===== config.mk =====
export PLATFORM = sky130hd
export DESIGN_NAME = mem_lsu_flat
export DESIGN_NICKNAME = d
export VERILOG_FILES = /design/src/rtl/mem_lsu_if.sv /design/src/rtl/mem_lsu.sv /design/src/flat_wrapper.sv
export SDC_FILE = /design/constraint.sdc
export NUM_CORES = 1
export LEC_CHECK = 0
export BUFFER_PORTS_ARGS = -buffer_cell sky130_fd_sc_hd__clkbuf_2
export CAP_MARGIN = 40
export CORE_ASPECT_RATIO = 1.5
export CORE_UTILIZATION = 52
export CTS_BUF_LIST = sky130_fd_sc_hd__clkbuf_16
export DETAILED_ROUTE_END_ITERATION = 8
export HOLD_SLACK_MARGIN = 0.02
export PLACE_DENSITY = 0.85
export SLEW_MARGIN = 5
export SYNTH_ARGS = -nofsm -noshare
export SYNTH_HDL_FRONTEND = slang
export SYNTH_SLANG_ARGS = --single-unit

===== constraint.sdc =====
create_clock -name clk -period 3.4 [get_ports clk]
set_clock_uncertainty 0.1 [all_clocks]
set_input_delay 0.34 -clock clk [delete_from_list [all_inputs] [get_ports clk]]
set_output_delay 0.34 -clock clk [all_outputs]
set_load 0.02 [all_outputs]

===== src/rtl/mem_lsu_if.sv =====
`default_nettype none
// ============================================================================
// Module   : mem_lsu_if
// Purpose  : Bus port bundle between the load/store unit and the memory/IO bus.
// Revision : 1.0
// ============================================================================

`ifndef MEM_LSU_DEFS
`define MEM_LSU_DEFS
`define AluOpBus    7:0
`define RegAddrBus  4:0
`define NOPRegAddr  5'b00000
`define EXE_LB_OP   8'b11100000
`define EXE_LH_OP   8'b11100001
`define EXE_LW_OP   8'b11100011
`define EXE_LBU_OP  8'b11100100
`define EXE_LHU_OP  8'b11100101
`define EXE_SB_OP   8'b11101000
`define EXE_SH_OP   8'b11101001
`define EXE_SW_OP   8'b11101011
`endif

interface mem_lsu_if;
   // Names are taken from the LSU side: _o leaves the LSU, _i enters it.
   logic        bus_req_o;
   logic        bus_io_o;
   logic        bus_we_o;
   logic [31:0] bus_addr_o;
   logic [3:0]  bus_sel_o;
   logic [31:0] bus_data_o;
   logic        bus_ack_i;
   logic [31:0] bus_data_i;

   modport master (
      output bus_req_o, bus_io_o, bus_we_o, bus_addr_o, bus_sel_o, bus_data_o,
      input  bus_ack_i, bus_data_i
   );

   modport slave (
      input  bus_req_o, bus_io_o, bus_we_o, bus_addr_o, bus_sel_o, bus_data_o,
      output bus_ack_i, bus_data_i
   );
endinterface

`default_nettype wire


===== src/rtl/mem_lsu.sv =====
`default_nettype none
// ============================================================================
// Module   : mem_lsu
// Purpose  : Load/store unit: alignment check, lane steering, bus timeout.
// Revision : 1.0
// ============================================================================

`ifndef MEM_LSU_DEFS
`define MEM_LSU_DEFS
`define AluOpBus    7:0
`define RegAddrBus  4:0
`define NOPRegAddr  5'b00000
`define EXE_LB_OP   8'b11100000
`define EXE_LH_OP   8'b11100001
`define EXE_LW_OP   8'b11100011
`define EXE_LBU_OP  8'b11100100
`define EXE_LHU_OP  8'b11100101
`define EXE_SB_OP   8'b11101000
`define EXE_SH_OP   8'b11101001
`define EXE_SW_OP   8'b11101011
`endif

module mem_lsu #(
   parameter logic [31:0] IO_BASE    = 32'hFFFF0000,
   parameter int          TIMEOUT    = 15,
   parameter bit          BIG_ENDIAN = 1'b1
) (
   input  wire logic               clk,
   input  wire logic               rst,
   input  wire logic               req_valid_i,
   input  wire logic [`AluOpBus]   aluop_i,
   input  wire logic [31:0]        mem_addr_i,
   input  wire logic [31:0]        reg2_i,
   input  wire logic [`RegAddrBus] wd_i,
   input  wire logic               wreg_i,
   input  wire logic [31:0]        wdata_i,
   output logic                    wb_valid_o,
   output logic [`RegAddrBus]      wd_o,
   output logic                    wreg_o,
   output logic [31:0]             wdata_o,
   output logic [1:0]              exc_o,
   output logic                    stall_o,
   mem_lsu_if.master               bus
);

   localparam int CW = (TIMEOUT < 2) ? 1 : $clog2(TIMEOUT + 1);

   typedef enum logic [1:0] {S_IDLE = 2'd0, S_BUS = 2'd1, S_RESP = 2'd2} state_e;

   function automatic logic is_load(input logic [`AluOpBus] op);
      return op inside {`EXE_LB_OP, `EXE_LBU_OP, `EXE_LH_OP, `EXE_LHU_OP, `EXE_LW_OP};
   endfunction

   function automatic logic is_store(input logic [`AluOpBus] op);
      return op inside {`EXE_SB_OP, `EXE_SH_OP, `EXE_SW_OP};
   endfunction

   // Physical byte lane (0 = bits [7:0]) holding memory byte offset off.
   function automatic logic [1:0] lane(input logic [1:0] off);
      return BIG_ENDIAN ? (2'd3 - off) : off;
   endfunction

   state_e             state_q, state_d;
   logic [CW-1:0]      cnt_q, cnt_d;
   logic [`AluOpBus]   op_q, op_d;
   logic               wb_valid_q, wb_valid_d, wreg_q, wreg_d, stall_q, stall_d;
   logic [`RegAddrBus] wd_q, wd_d;
   logic [31:0]        wdata_q, wdata_d;
   logic [1:0]         exc_q, exc_d;
   logic               req_q, req_d, io_q, io_d, we_q, we_d;
   logic [31:0]        addr_q, addr_d, bdata_q, bdata_d;
   logic [3:0]         sel_q, sel_d;

   logic               w_half, w_word, w_misal, w_hlane;
   logic [3:0]         w_sel;
   logic [31:0]        w_sdata, w_ldata;
   logic [7:0]         w_byte;
   logic [15:0]        w_hword;

   always_comb begin
      w_half  = aluop_i inside {`EXE_LH_OP, `EXE_LHU_OP, `EXE_SH_OP};
      w_word  = aluop_i inside {`EXE_LW_OP, `EXE_SW_OP};
      w_misal = (w_half && mem_addr_i[0]) || (w_word && (mem_addr_i[1:0] != 2'b00));
      if (w_word) begin
         w_sel = 4'b1111;
      end else if (w_half) begin
         w_sel = (4'b0001 << lane(mem_addr_i[1:0])) | (4'b0001 << lane(mem_addr_i[1:0] | 2'b01));
      end else begin
         w_sel = 4'b0001 << lane(mem_addr_i[1:0]);
      end
      case (aluop_i)
         `EXE_SB_OP: w_sdata = {4{reg2_i[7:0]}};
         `EXE_SH_OP: w_sdata = {2{reg2_i[15:0]}};
         default:    w_sdata = reg2_i;
      endcase
   end

   // Upper halfword holds offset 0 when big-endian, offset 2 when little-endian.
   always_comb begin
      w_hlane = BIG_ENDIAN ? ~addr_q[1] : addr_q[1];
      w_byte  = bus.bus_data_i[{lane(addr_q[1:0]), 3'b000} +: 8];
      w_hword = bus.bus_data_i[{w_hlane, 4'b0000} +: 16];
      case (op_q)
         `EXE_LB_OP:  w_ldata = {{24{w_byte[7]}}, w_byte};
         `EXE_LBU_OP: w_ldata = {24'h0, w_byte};
         `EXE_LH_OP:  w_ldata = {{16{w_hword[15]}}, w_hword};
         `EXE_LHU_OP: w_ldata = {16'h0, w_hword};
         default:     w_ldata = bus.bus_data_i;
      endcase
   end

   always_comb begin
      state_d    = state_q;
      cnt_d      = cnt_q;
      op_d       = op_q;
      wb_valid_d = 1'b0;
      exc_d      = 2'b00;
      stall_d    = 1'b0;
      wd_d       = wd_q;
      wreg_d     = wreg_q;
      wdata_d    = wdata_q;
      req_d      = 1'b0;
      io_d       = io_q;
      we_d       = we_q;
      addr_d     = addr_q;
      sel_d      = sel_q;
      bdata_d    = bdata_q;
      case (state_q)
         S_IDLE: begin
            if (req_valid_i) begin
               wd_d = wd_i;
               op_d = aluop_i;
               if (!is_load(aluop_i) && !is_store(aluop_i)) begin
                  wreg_d     = wreg_i;
                  wdata_d    = wdata_i;
                  wb_valid_d = 1'b1;
               end else if (w_misal) begin
                  wreg_d     = 1'b0;
                  wdata_d    = 32'h0;
                  exc_d      = is_load(aluop_i) ? 2'b01 : 2'b10;
                  wb_valid_d = 1'b1;
                  stall_d    = 1'b1;
                  state_d    = S_RESP;
               end else begin
                  wreg_d  = is_load(aluop_i) && wreg_i;
                  req_d   = 1'b1;
                  io_d    = (mem_addr_i >= IO_BASE);
                  we_d    = is_store(aluop_i);
                  addr_d  = mem_addr_i;
                  sel_d   = w_sel;
                  bdata_d = w_sdata;
                  cnt_d   = '0;
                  stall_d = 1'b1;
                  state_d = S_BUS;
               end
            end
         end
         S_BUS: begin
            stall_d = 1'b1;
            if (bus.bus_ack_i) begin
               if (is_load(op_q)) begin
                  wdata_d = w_ldata;
               end
               wb_valid_d = 1'b1;
               state_d    = S_RESP;
            end else if (cnt_q == CW'(TIMEOUT - 1)) begin
               wreg_d     = 1'b0;
               exc_d      = 2'b11;
               wb_valid_d = 1'b1;
               state_d    = S_RESP;
            end else begin
               cnt_d = cnt_q + 1'b1;
               req_d = 1'b1;
            end
         end
         default: begin
            state_d = S_IDLE;
         end
      endcase
   end

   always_ff @(posedge clk or negedge rst) begin
      if (!rst) begin
         state_q    <= S_IDLE;
         cnt_q      <= '0;
         op_q       <= '0;
         wb_valid_q <= 1'b0;
         exc_q      <= 2'b00;
         stall_q    <= 1'b0;
         wd_q       <= `NOPRegAddr;
         wreg_q     <= 1'b0;
         wdata_q    <= 32'h0;
         req_q      <= 1'b0;
         io_q       <= 1'b0;
         we_q       <= 1'b0;
         addr_q     <= 32'h0;
         sel_q      <= 4'h0;
         bdata_q    <= 32'h0;
      end else begin
         state_q    <= state_d;
         cnt_q      <= cnt_d;
         op_q       <= op_d;
         wb_valid_q <= wb_valid_d;
         exc_q      <= exc_d;
         stall_q    <= stall_d;
         wd_q       <= wd_d;
         wreg_q     <= wreg_d;
         wdata_q    <= wdata_d;
         req_q      <= req_d;
         io_q       <= io_d;
         we_q       <= we_d;
         addr_q     <= addr_d;
         sel_q      <= sel_d;
         bdata_q    <= bdata_d;
      end
   end

   assign wb_valid_o     = wb_valid_q;
   assign wd_o           = wd_q;
   assign wreg_o         = wreg_q;
   assign wdata_o        = wdata_q;
   assign exc_o          = exc_q;
   assign stall_o        = stall_q;
   assign bus.bus_req_o  = req_q;
   assign bus.bus_io_o   = io_q;
   assign bus.bus_we_o   = we_q;
   assign bus.bus_addr_o = addr_q;
   assign bus.bus_sel_o  = sel_q;
   assign bus.bus_data_o = bdata_q;

endmodule

`default_nettype wire


===== src/flat_wrapper.sv =====
// flat-port wrapper written by rule: the top's interface ports become plain ports
module mem_lsu_flat 
#(
   parameter logic [31:0] IO_BASE    = 32'hFFFF0000,
   parameter int          TIMEOUT    = 15,
   parameter bit          BIG_ENDIAN = 1'b1
)
  (clk, rst, req_valid_i, aluop_i, mem_addr_i, reg2_i, wd_i, wreg_i, wdata_i, wb_valid_o, wd_o, wreg_o, wdata_o, exc_o, stall_o, bus_bus_req_o, bus_bus_io_o, bus_bus_we_o, bus_bus_addr_o, bus_bus_sel_o, bus_bus_data_o, bus_bus_ack_i, bus_bus_data_i);
  mem_lsu_if bus_i ();
  input  wire logic clk;
  input  wire logic rst;
  input  wire logic req_valid_i;
  input  wire logic [`AluOpBus] aluop_i;
  input  wire logic [31:0] mem_addr_i;
  input  wire logic [31:0] reg2_i;
  input  wire logic [`RegAddrBus] wd_i;
  input  wire logic wreg_i;
  input  wire logic [31:0] wdata_i;
  output logic wb_valid_o;
  output logic [`RegAddrBus] wd_o;
  output logic wreg_o;
  output logic [31:0] wdata_o;
  output logic [1:0] exc_o;
  output logic stall_o;
  output wire logic [$bits(bus_i.bus_req_o)-1:0] bus_bus_req_o;
  output wire logic [$bits(bus_i.bus_io_o)-1:0] bus_bus_io_o;
  output wire logic [$bits(bus_i.bus_we_o)-1:0] bus_bus_we_o;
  output wire logic [$bits(bus_i.bus_addr_o)-1:0] bus_bus_addr_o;
  output wire logic [$bits(bus_i.bus_sel_o)-1:0] bus_bus_sel_o;
  output wire logic [$bits(bus_i.bus_data_o)-1:0] bus_bus_data_o;
  input wire logic [$bits(bus_i.bus_ack_i)-1:0] bus_bus_ack_i;
  input wire logic [$bits(bus_i.bus_data_i)-1:0] bus_bus_data_i;
  assign bus_bus_req_o = bus_i.bus_req_o;
  assign bus_bus_io_o = bus_i.bus_io_o;
  assign bus_bus_we_o = bus_i.bus_we_o;
  assign bus_bus_addr_o = bus_i.bus_addr_o;
  assign bus_bus_sel_o = bus_i.bus_sel_o;
  assign bus_bus_data_o = bus_i.bus_data_o;
  assign bus_i.bus_ack_i = bus_bus_ack_i;
  assign bus_i.bus_data_i = bus_bus_data_i;
  mem_lsu #(.IO_BASE(IO_BASE), .TIMEOUT(TIMEOUT), .BIG_ENDIAN(BIG_ENDIAN)) u_core (.clk(clk), .rst(rst), .req_valid_i(req_valid_i), .aluop_i(aluop_i), .mem_addr_i(mem_addr_i), .reg2_i(reg2_i), .wd_i(wd_i), .wreg_i(wreg_i), .wdata_i(wdata_i), .wb_valid_o(wb_valid_o), .wd_o(wd_o), .wreg_o(wreg_o), .wdata_o(wdata_o), .exc_o(exc_o), .stall_o(stall_o), .bus(bus_i));
endmodule

==> results of run 1 <==
cell type report:
cell class / instances / area [µm²] / area share
sequential: 127 / 3180 / 0.384
inverter: 4 / 15.0 / 0.00181
clock buffer: 17 / 425 / 0.0513
multi-input combinational: 487 / 2850 / 0.344
timing repair buffer: 283 / 1530 / 0.184
tap: 150 / 188 / 0.0226
clock inverter: 15 / 106 / 0.0128
through the flow:
| step | power [mW] | utilization |
|---|---|---|
| floorplan | 2.54 | - |
| CTS | 4.68 | 0.719 |
| detailed placement | 3.02 | 0.661 |
| global route | 4.86 | 0.719 |
| global placement | 2.99 | 0.661 |
| finish | 4.66 | 0.719 |
per-layer routing:
metal  up-vias  track usage
li1       2811            -
met1      2863        0.320
met2       329        0.555
met3        54        0.102
met4         0        0.155
met5         -            0
how the worst max path moves through the flow:
stage                                endpoint  cells after the start                startpoint
floorplan                  u_core.wdata_o[10]                      6  u_core.bus.bus_addr_o[1]
global placement    u_core.bus.bus_data_o[16]                      5                aluop_i[1]
detailed placement  u_core.bus.bus_data_o[10]                      5                aluop_i[1]
CTS                 u_core.bus.bus_data_o[12]                      6         u_core.state_q[1]
global route        u_core.bus.bus_data_o[12]                      6         u_core.state_q[1]
finish              u_core.bus.bus_data_o[12]                      6         u_core.state_q[1]
power by group through the flow:
stage / registers, mW / logic (mW) / clock network (mW)
floorplan: 2.18 / 0.358 / 0
global placement: 1.92 / 1.07 / 0
detailed placement: 1.92 / 1.10 / 0
CTS: 1.91 / 1.12 / 1.66
global route: 1.94 / 1.21 / 1.72
finish: 1.91 / 1.11 / 1.64
registers in the layout, summed over array words and instances (netlist names):
name,cells
u_core.bus.bus_sel_o,4
u_core.wdata_o,32
u_core.wreg_o,1
u_core.bus.bus_addr_o,32
u_core.bus.bus_data_o,32
u_core.state_q,2
u_core.exc_o,2
u_core.bus.bus_we_o,1
u_core.wd_o,5
u_core.stall_o,1
u_core.wb_valid_o,1
u_core.bus.bus_req_o,1
u_core.bus.bus_io_o,1
u_core.op_q,8
u_core.cnt_q,4
cell families after synthesis:
kind of cell,after synthesis
flip-flops,127
buffers and inverters,44
adder cells (fa/ha/maj),2
multiplexers,61
AND/OR/NAND/NOR,293
AO/OA/AOI/OAI,131
cells in the mapped netlist (2+ instances only):
cell type  number  area, µm²
buf_2           9       45.0
clkbuf_1       28        105
and2_1          3       18.8
nand3b_1       14        105
nor2b_1         4       25.0
a31oi_1        11       68.8
nand4_1         6       37.5
and3b_1         2       17.5
inv_1           4       15.0
a221o_1        20        200
a21oi_1        40        200
ha_1            2       25.0
nand3_1        12       60.1
nand4b_1        2       17.5
mux2i_1        26        260
nor3b_1         2       15.0
mux2_2         31        349
o21ai_0        46        230
dfrtp_1       127       3180
and4b_1         2       20.0
nand2_1       215        807
nand2b_1        3       18.8
mux2_1          2       22.5
buf_1           3       11.3
nor2_1         17       63.8
worst register-to-register path: stages, from the launching register on:
cell	delay [ps]
dfrtp_1	440
nor2_1	280
nand2_1	410
a211o_2	510
buf_4	400
nand2_1	210
o21ai_0	120
repair_timing:
action | 4_1_cts | 5_1_grt
endpoints found under the hold margin | 75 | 0
buffers inserted | 0 | 0
hold buffers | 13 | 0
==> impl_metrics.ini, run 1 <==
[critical_path]
crit_required_ps = 3540
reg2reg_depth = 6
worst-path-buf-inv = 1
r2r_end = u_core.bus.bus_data_o[12]
path_cells = nor2_1, nand2_1, a211o_2, buf_4, nand2_1, o21ai_0
crit_fanout = 94
cp.arrival_ps = 2790
critPathSlowestCell = a211o_2
path_delay_family = simple AND/OR/NAND/NOR gates
crit_path_start_kind = flip-flop
cpMostUsedCell = nand2_1
cpPeakStageDelay_ps = 510
r2r_slack_ps = 750
endpoint_kind = flip-flop
r2r_start = u_core.state_q[1]
crit_type = reg2reg

[outcome]
outcome = complete, no violations

[die]
die-area_um2 = 12300
core_um2 = 11500
die_h_um = 136
row_count = 48
ios = 259
initial_core_util = 0.536
die_w_um = 91.0

[pwr]
leakage_nw = 4.41
ir_drop_mv = 0.365
seq_power_share = 0.410
power_frac_comb = 0.239
p_int_mw = 3.15
power_per_cell_area_nw_per_um2 = 562
pwr-share-clk = 0.351
switchingPower_mw = 1.51
swShare = 0.323

[min_path]
hp-start = mem_addr_i[18]
hold_path_end = u_core.bus.bus_addr_o[18]
hold_class = in2reg
hold_depth = 3

[final_layout]
design_area_um2 = 8290
final_cell_mix = clkbuf_2 (257), nand2_1 (215), dfrtp_1 (127)
drive_gt1_frac = 0.363
final_common_cell = clkbuf_2
final_cells = 1083
nFillCells = 881
diodes = 0
area_growth_pct = 34.1
final_nets = 1068

[cts]
root_buffer = clkbuf_16
cts.sinks = 127
cts_resized = 0
path_clk_slew_ps = 60
clock_path_buffers = 2
numCtsBuffers = 17
worstSkewPairLatency_ps = 410
cts_tree = done
h-tree-depth = 4

[timing]
hold_viol = 0
setup_viol = 0
fin_ws_ps = 746
relSlewSlack = 0.441
hold_ws_ps = 34.8
tightest_slew_ps = 838
rsz0062_at_grt = no
period_minus_slack_ps = 2650
min_period_over_period = 0.781
timing.fmax_mhz = 377
finalSetupTns_ps = 0
slew_viol_final = 0

[detailed_routing]
drcViolationCount = 0
wirelength_um = 18700
wl_per_cell_um = 17.2
vias = 6057
wl_met1_um = 6670
ant_nets = 0
dr.max_layer_used = met4
via_per_inst = 5.59
first_pass_iters = 8
dr_wl_met3_um = 1580
drt_iter0_markers = 239
wl_met2_um = 9750

[synth]
synth_ff_type = dfrtp_1
yosys_warnings = 0
avgSynthCellArea_um2 = 9.39
synth_nets = 806
synthXorXnorAreaFrac = 0
synth_top_family_by_area = simple AND/OR/NAND/NOR gates
syn_inst = 658
yosysSeqAreaShare = 0.514
synth_edf_count = 0
yosys.area_share.simple = 0.213
yosys.area_share.adder = 0.00405
synth_area_um2 = 6180
async_reset_ff_frac = 1.00
synth.area.mux_share = 0.108
synth_seq_cells = 127
synth.distinct_cells = 52
synth_compound_area_frac = 0.132

[placed_design]
detailed_place.area_um2 = 7620
hpwlAfterDp_um = 13500
dp_slack_ps = 713
dp_cells = 1038
place_congestion = 0.876
port_buffers = 258

[global_route]
grt_overflow = 0
grt_pass1_vias = 6118
grt_pass1_wl_um = 29400
grt_util_all_layers = 0.308
grt_max_degree = 95
antenna_found_initial = 0

[run]
drv_cap = 0
Note: power is estimated with default switching activity, not from simulation.
==> run 2: changes to the inputs <==
--- a/config.mk
+++ b/config.mk
@@ -8,11 +8,11 @@
 export BUFFER_PORTS_ARGS = -buffer_cell sky130_fd_sc_hd__clkbuf_2
 export CAP_MARGIN = 40
 export CORE_ASPECT_RATIO = 1.5
-export CORE_UTILIZATION = 52
+export CORE_UTILIZATION = 48
 export CTS_BUF_LIST = sky130_fd_sc_hd__clkbuf_16
 export DETAILED_ROUTE_END_ITERATION = 8
 export HOLD_SLACK_MARGIN = 0.02
-export PLACE_DENSITY = 0.85
+export PLACE_DENSITY = 0.79
 export SLEW_MARGIN = 5
 export SYNTH_ARGS = -nofsm -noshare
 export SYNTH_HDL_FRONTEND = slang
==> constraint.sdc (replaced) <==
create_clock -name clk -period 2.7 [get_ports clk]
set_clock_uncertainty 0.1 [all_clocks]
set_input_delay 0.27 -clock clk [delete_from_list [all_inputs] [get_ports clk]]
set_output_delay 0.27 -clock clk [all_outputs]
set_load 0.02 [all_outputs]
==> run 2 against run 1 <==
Compared with the run above: via count rose by 1.4%; cell area rose by 5.7%; first-iteration DRC count rose by 20%; clock power rose by 35%; non-clock buffer count rose by 41; sequential power rose by 26%; maximum frequency rose by 14%; sequential share of layout area fell by 2.1 points; setup slack got worse by 380 ps; final cell count rose by 4.3%; largest power group unchanged.
==> impl_metrics.ini, run 2 (same netlist as run 1, synthesis figures left out) <==
[global_route]
grt_pass1_vias = 6258
grt_overflow = 0
grt_max_degree = 100
grt_pass1_wl_um = 30100
antenna_found_initial = 0
grt_util_all_layers = 0.296

[critical_path]
critPathSlowestCell = dfrtp_1
path_delay_family = multiplexers
cpPeakStageDelay_ps = 470
endpoint_kind = flip-flop
path_cells = buf_4, mux2i_1, mux2_2, o31a_1, a21oi_1, mux2_1
cp.arrival_ps = 2520
r2r_start = u_core.bus.bus_addr_o[1]
crit_path_start_kind = flip-flop
crit_required_ps = 2890
reg2reg_depth = 6
worst-path-buf-inv = 1
r2r_end = u_core.wdata_o[18]
r2r_slack_ps = 370
crit_fanout = 24
crit_type = reg2reg

[outcome]
outcome = complete, no violations

[die]
core_um2 = 12500
die_h_um = 141
die_w_um = 94.6
initial_core_util = 0.494
die-area_um2 = 13300
ios = 259
row_count = 50

[timing]
rsz0062_at_grt = no
fin_ws_ps = 371
finalSetupTns_ps = 0
hold_viol = 0
period_minus_slack_ps = 2330
hold_ws_ps = 35.6
relSlewSlack = 0.482
min_period_over_period = 0.863
tightest_slew_ps = 778
timing.fmax_mhz = 429
slew_viol_final = 0
setup_viol = 0

[cts]
path_clk_slew_ps = 60
clock_path_buffers = 2
cts_resized = 0
cts_tree = done
worstSkewPairLatency_ps = 410
h-tree-depth = 4
cts.sinks = 127
root_buffer = clkbuf_16
numCtsBuffers = 17

[final_layout]
drive_gt1_frac = 0.360
area_growth_pct = 41.7
final_cells = 1130
final_common_cell = clkbuf_2
final_nets = 1109
diodes = 0
design_area_um2 = 8760
final_cell_mix = clkbuf_2 (257), nand2_1 (215), dfrtp_1 (127)
finish.utilization = 0.700
nFillCells = 983

[pwr]
ir_drop_mv = 0.522
finalPower_mw = 6.06
power_per_cell_area_nw_per_um2 = 692
leakage_nw = 4.60

[min_path]
hp-start = reg2_i[4]
hold_class = in2reg
hold_depth = 3
hold_path_end = u_core.bus.bus_data_o[4]

[detailed_routing]
wl_per_cell_um = 17.2
vias = 6144
ant_nets = 0
wirelength_um = 19400
first_pass_iters = 5
drcViolationCount = 0
drt_iter0_markers = 286
via_per_inst = 5.44

[placed_design]
place_congestion = 0.895
dp_slack_ps = 385
dp_cells = 1052
detailed_place.area_um2 = 7720
hpwlAfterDp_um = 13800
port_buffers = 258

[run]
drv_cap = 0
[run 2: cell count changes in the layout (fill, tap and decap cells not counted), sizes merged]
cell / change
bufinv: +1
clkinv: +3
inv: -4
dlygate4sd3: +33
buf: +8
[run 2: area by class of cell]
| cell class | instances | area, µm² | share of cell area |
|---|---|---|---|
| sequential | 127 | 3180 | 0.363 |
| multi-input combinational | 487 | 2850 | 0.325 |
| timing repair buffer | 324 | 1950 | 0.223 |
| clock buffer | 17 | 425 | 0.0486 |
| tap | 156 | 195 | 0.0223 |
| clock inverter | 15 | 148 | 0.0169 |
| inverter | 4 | 15.0 | 0.00171 |
[run 2: timing repair]
action	CTS	global route
hold buffers	46	0
buffers inserted	0	0
endpoints found under the hold margin	102	0
[run 2: worst min-delay path, stage by stage]
cell and delay, ps:
clkbuf_2 120, nand2_1 70, nand2_1 50
[run 2: routing by layer]
metal	vias to the layer above	routed length, µm	share of wire	GRT usage
li1	2887	-	-	-
met1	2901	7110	0.37	0.310
met2	309	9970	0.51	0.516
met3	47	1600	0.082	0.0922
met4	0	727	0.037	0.158
met5	-	0	0	0
[run 2: where the power goes]
part	internal (mW)	switching (mW)
logic	0.570	0.880
clock network	1.35	0.863
registers	2.20	0.198
total	4.12	1.94
[run 2: worst max path at each step]
stage | slack (ps) | from | cells past startpoint | end
final | 370 | u_core.bus.bus_addr_o[1] | 6 | u_core.wdata_o[18]
after global routing | 170 | u_core.bus.bus_addr_o[1] | 6 | u_core.wdata_o[18]
after CTS | 370 | u_core.bus.bus_addr_o[1] | 6 | u_core.wdata_o[23]
after detailed placement | 380 | u_core.bus.bus_addr_o[1] | 6 | u_core.wdata_o[18]
after global placement | 480 | u_core.bus.bus_addr_o[1] | 6 | u_core.wdata_o[23]
after floorplan | 500 | u_core.bus.bus_addr_o[1] | 6 | u_core.wdata_o[10]
